--- config.mk ---
export PLATFORM = sky130hd
export DESIGN_NAME = jtkunio_romslot
export DESIGN_NICKNAME = d
export VERILOG_FILES = /design/src/rtl/jtkunio_pkg.sv /design/src/rtl/jtkunio_romslot.sv
export SDC_FILE = /design/constraint.sdc
export NUM_CORES = 1
export LEC_CHECK = 0
export BUFFER_PORTS_ARGS = -buffer_cell sky130_fd_sc_hd__buf_2
export CAP_MARGIN = 15
export CORE_ASPECT_RATIO = 1.75
export CORE_MARGIN = 3
export CORE_UTILIZATION = 51
export DETAILED_ROUTE_END_ITERATION = 10
export GPL_TIMING_DRIVEN = 0
export PLACE_DENSITY_LB_ADDON = 0.15
export SYNTH_ARGS = -nofsm -noshare
export SYNTH_HDL_FRONTEND = slang
export SYNTH_SLANG_ARGS = --single-unit
export TNS_END_PERCENT = 10
--- constraint.sdc ---
create_clock -name clk -period 2.6 [get_ports clk]
set_input_delay 0 -clock clk [delete_from_list [all_inputs] [get_ports clk]]
set_output_delay 0 -clock clk [all_outputs]
set_load 0.03 [all_outputs]
--- src/rtl/jtkunio_pkg.sv ---
// Shared definitions for the kunio SDRAM ROM read slots.
package jtkunio_pkg;

    localparam int SDRAM_AW = 22;

    typedef enum logic [1:0] {
        ST_IDLE = 2'd0,
        ST_WACK = 2'd1,
        ST_WRDY = 2'd2
    } slot_state_t;

endpackage

--- src/rtl/jtkunio_romslot.sv ---
// Single-word cached SDRAM read slot in front of a CPU ROM byte interface.
// One outstanding request at most; hits on the cached word cost no SDRAM traffic.
module jtkunio_romslot
    import jtkunio_pkg::*;
#(
    parameter int                    AW     = 16,
    parameter logic [SDRAM_AW-1:0]   OFFSET = 22'h0
) (
    input  logic                 clk,
    input  logic                 rst_n,
    input  logic                 downloading,
    input  logic                 rom_cs,
    input  logic [AW-1:0]        rom_addr,
    output logic [7:0]           rom_data,
    output logic                 rom_ok,
    output logic [SDRAM_AW-1:0]  sdram_addr,
    output logic                 sdram_rd,
    input  logic                 sdram_ack,
    input  logic                 sdram_rdy,
    input  logic [15:0]          data_read
);

    slot_state_t          state_q, state_d;
    logic                 valid_q, valid_d;
    logic [AW-2:0]        tag_q, tag_d;
    logic [AW-2:0]        pend_tag_q, pend_tag_d;
    logic [15:0]          word_q, word_d;
    logic [SDRAM_AW-1:0]  sdram_addr_q, sdram_addr_d;
    logic                 sdram_rd_q, sdram_rd_d;
    logic                 dl_seen_q, dl_seen_d;
    logic                 hit;
    logic                 capture;

    assign hit        = valid_q & (tag_q == rom_addr[AW-1:1]);
    assign rom_ok     = rom_cs & hit & ~downloading;
    assign rom_data   = rom_addr[0] ? word_q[15:8] : word_q[7:0];
    assign sdram_addr = sdram_addr_q;
    assign sdram_rd   = sdram_rd_q;

    always_comb begin
        state_d      = state_q;
        valid_d      = valid_q;
        tag_d        = tag_q;
        pend_tag_d   = pend_tag_q;
        word_d       = word_q;
        sdram_addr_d = sdram_addr_q;
        sdram_rd_d   = sdram_rd_q;
        capture      = 1'b0;

        unique case (state_q)
            ST_IDLE: begin
                if (rom_cs & ~hit & ~downloading) begin
                    sdram_addr_d = OFFSET + SDRAM_AW'(rom_addr[AW-1:1]);
                    pend_tag_d   = rom_addr[AW-1:1];
                    sdram_rd_d   = 1'b1;
                    state_d      = ST_WACK;
                end
            end
            ST_WACK: begin
                if (sdram_ack) begin
                    sdram_rd_d = 1'b0;
                    // rdy alongside ack completes the whole handshake at once
                    if (sdram_rdy) begin
                        capture = 1'b1;
                        state_d = ST_IDLE;
                    end else begin
                        state_d = ST_WRDY;
                    end
                end
            end
            ST_WRDY: begin
                if (sdram_rdy) begin
                    capture = 1'b1;
                    state_d = ST_IDLE;
                end
            end
            default: begin
                sdram_rd_d = 1'b0;
                state_d    = ST_IDLE;
            end
        endcase

        if (capture) begin
            word_d  = data_read;
            tag_d   = pend_tag_q;
            valid_d = ~dl_seen_q;
        end

        // A download may rewrite the ROM under us: never trust the cached word.
        if (downloading)
            valid_d = 1'b0;

        if (downloading)
            dl_seen_d = 1'b1;
        else if (state_q == ST_IDLE)
            dl_seen_d = 1'b0;
        else
            dl_seen_d = dl_seen_q;
    end

    always_ff @(posedge clk or negedge rst_n) begin
        if (!rst_n) begin
            state_q      <= ST_IDLE;
            valid_q      <= 1'b0;
            tag_q        <= '0;
            pend_tag_q   <= '0;
            word_q       <= '0;
            sdram_addr_q <= '0;
            sdram_rd_q   <= 1'b0;
            dl_seen_q    <= 1'b0;
        end else begin
            state_q      <= state_d;
            valid_q      <= valid_d;
            tag_q        <= tag_d;
            pend_tag_q   <= pend_tag_d;
            word_q       <= word_d;
            sdram_addr_q <= sdram_addr_d;
            sdram_rd_q   <= sdram_rd_d;
            dl_seen_q    <= dl_seen_d;
        end
    end

endmodule
==> impl_metrics.env <==
export IMPL_p_int_uw=2170
export IMPL_slew_violations=0
export IMPL_drc=0
export IMPL_die_w_um=57.7
export IMPL_fin_worst_skew_ns=0.00378
export IMPL_synth_cell_area_um2=2380
export IMPL_avgViaCountPerCell=4.95
export IMPL_io_buffers=61
export IMPL_ys_ff_latch=51
export IMPL_final_common_cell="buf_2"
export IMPL_grt_pass1_wl_um=8000
export IMPL_min_period_ns=2.22
export IMPL_overflow=0
export IMPL_clk_pin_slew_ns=0.09
export IMPL_antenna_found_initial=0
export IMPL_cts_root_buf="clkbuf_8"
export IMPL_cts_buffers_inserted=5
export IMPL_dpl_worst_slack_ns=0.384
export IMPL_row_count=32
export IMPL_grt_pass1_vias=1755
export IMPL_clkPwrFrac=0.131
export IMPL_cap_violations=0
export IMPL_max_freq_mhz=451
export IMPL_ir_drop_mv=0.753
export IMPL_sw_frac_of_total=0.381
export IMPL_cts_htree_levels=2
export IMPL_design_core_area_um2=4440
export IMPL_synth_edf_count=0
export IMPL_fin_crit_sh=0.853
export IMPL_cp_required_ns=2.78
export IMPL_io_pins=70
export IMPL_async_flop_share=1.00
export IMPL_yosys_area_share_adder=0.0158
export IMPL_syn_to_final_growth_pct=35.2
export IMPL_cts_setup_buffers=0
export IMPL_ys_flop_type="dfrtp_1"
export IMPL_hold_start="sdram_ack"
export IMPL_gp_congestion=0.807
export IMPL_power_switching_uw=1330
export IMPL_wl_per_cell_um=15.1
export IMPL_tightest_slew_ns=0.659
export IMPL_r2r_end="word_q[6]"
export IMPL_pwr_share_seq=0.406
export IMPL_ant_nets=0
export IMPL_dr_total_vias=1618
export IMPL_worstPathArrival_ns=2.40
export IMPL_reg2regPathDepth=6
export IMPL_drt_iter0_markers=43
export IMPL_avgSynthCellArea_um2=14.2
export IMPL_cts_tree="built"
export IMPL_dieArea_um2=5560
export IMPL_whs_endpoint="sdram_rd"
export IMPL_worstReg2RegStart="state_q[1]"
export IMPL_die_y_um=96.4
export IMPL_critPathLaunchType="flip-flop"
export IMPL_worstSetupPathType="flip-flop to flip-flop"
export IMPL_clkLatencyLatePin_ns=0.30
export IMPL_synth_compound_gate_area_share=0.0242
export IMPL_grt_usage=0.188
export IMPL_crit_fanout=10
export IMPL_layout_drive_gt1_share=0.486
export IMPL_outcome="finished clean"
export IMPL_rsz0062_at_grt="no"
export IMPL_grt_max_degree=52
export IMPL_totalWireLength_um=4930
export IMPL_initial_core_util=0.536
export IMPL_synthXorXnorAreaFrac=0.0552
export IMPL_holdBufCountCts=33
export IMPL_seq_area_frac_synth=0.536
export IMPL_synth_mux_area_frac=0.275
export IMPL_reg2reg_setup_slack_ns=0.38
export IMPL_synth_simple_area_share=0.0525
export IMPL_relSlewSlack=0.561
export IMPL_hold_viol=0
export IMPL_yosysWarnings=0
export IMPL_n_antenna_cell=0
export IMPL_finalWorstSetupSlack_ns=0.382
export IMPL_hp_class="primary input to flip-flop"
export IMPL_hold_path_depth=3
export IMPL_setup_tns_final_ns=0
export IMPL_synth_top_family_by_area="multiplexers"
export IMPL_cts_sinks=51
export IMPL_finalSetupViolCount=0
export IMPL_end_kind="flip-flop"
export IMPL_synth_cell_types=28
export IMPL_nNetsFinal=317
export IMPL_netlist_instances=168
export IMPL_cts_buffer_depth=2
export IMPL_hpwl_um=3280
export IMPL_layout_common_cells="61 x buf_2, 51 x dfrtp_1, 44 x mux2_2, 33 x dlygate4sd3_1, 15 x xnor2_1"
export IMPL_post_cts_resized=0
export IMPL_drt_pass1_iter_count=6
export IMPL_p_leak_uw=0.00151
export IMPL_p_per_area_nw_per_um2=1090
export IMPL_comb_power_share=0.463
[power groups by stage]
stage,Combinational [µW],Clock (µW),Sequential [µW]
after floorplan,973,0,1630
after global placement,1560,0,1420
after detailed placement,1580,0,1440
after CTS,1620,474,1420
after global routing,1750,497,1470
final,1620,459,1420
[kinds of logic (layout without fill, tap and decap cells)]
group / Yosys count / after routing
and+or+nand+nor: 19 / 19
adders and majority gates: 3 / 3
buffers and inverters: 16 / 118
xor gates and xnor gates: 15 / 15
AOI/OAI and AO/OA: 8 / 8
DFF: 51 / 51
other: 1 / 7
muxes: 55 / 55
[sequential cells by signal, summed over array words and instances (netlist names)]
register / count
state_q: 2
word_q: 16
sdram_rd: 1
pend_tag_q: 15
valid_q: 1
tag_q: 15
dl_seen_q: 1
[critical path: stages, from the launching register on]
cell,delay (ns)
dfrtp_1,0.38
inv_1,0.09
ha_1,0.28
nand2_1,0.04
nor2_1,0.34
clkbuf_1,0.56
mux2_2,0.42
[final cells by class]
cell class | instances | area, µm²
sequential | 51 | 1280
fill | 324 | 1230
multi-input combinational | 107 | 1030
clock buffer | 6 | 82.6
buffer | 12 | 78.8
inverter | 4 | 15.0
tap | 51 | 63.8
timing repair buffer | 95 | 663
clock inverter | 1 | 5.00
[metrics by stage]
| step | cell area, µm² | cells | hold slack (ns) | utilization | total power, µW |
|---|---|---|---|---|---|
| after detailed placement | 2770 | 286 | 0.203 | 0.624 | 3020 |
| after CTS | 3190 | 326 | 0.154 | 0.718 | 3520 |
| after global routing | 3220 | 327 | 0.192 | 0.724 | 3720 |
| after floorplan | 2400 | 174 | -0.296 | - | 2610 |
| final | 3220 | 327 | 0.170 | 0.724 | 3500 |
| after global placement | 2770 | 286 | 0.200 | 0.624 | 2980 |
[metal layers]
layer / share of wire / vias to the layer above / routed length, µm / GRT usage
met1: 0.42 / 781 / 2050 / 0.218
met3: 0.051 / 5 / 251 / 0.0399
met5: 0 / - / 0 / 0
met4: 0.013 / 0 / 65 / 0.0619
li1: - / 787 / - / -
met2: 0.52 / 45 / 2560 / 0.339
[worst max path at each step]
stage | start | endpoint | slack (ns) | cells after the start
after global routing | state_q[1] | word_q[6] | 0.24 | 6
after detailed placement | state_q[1] | word_q[0] | 0.38 | 6
after floorplan | state_q[1] | word_q[0] | 0.77 | 6
final | state_q[1] | word_q[6] | 0.38 | 6
after global placement | state_q[1] | tag_q[13] | 0.40 | 6
after CTS | state_q[1] | word_q[5] | 0.37 | 6
[cell usage after synthesis (3+ instances only)]
cell type | count | share of area
a21oi_1 | 3 | 0.0063
buf_4 | 7 | 0.022
clkbuf_1 | 4 | 0.0063
dfrtp_1 | 51 | 0.54
ha_1 | 3 | 0.016
inv_1 | 4 | 0.0063
mux2_2 | 44 | 0.21
mux2_4 | 10 | 0.063
nand2_1 | 3 | 0.0047
nand4_1 | 4 | 0.011
nor2b_1 | 3 | 0.0079
xnor2_1 | 15 | 0.055
(Power assumes the default switching activity.)
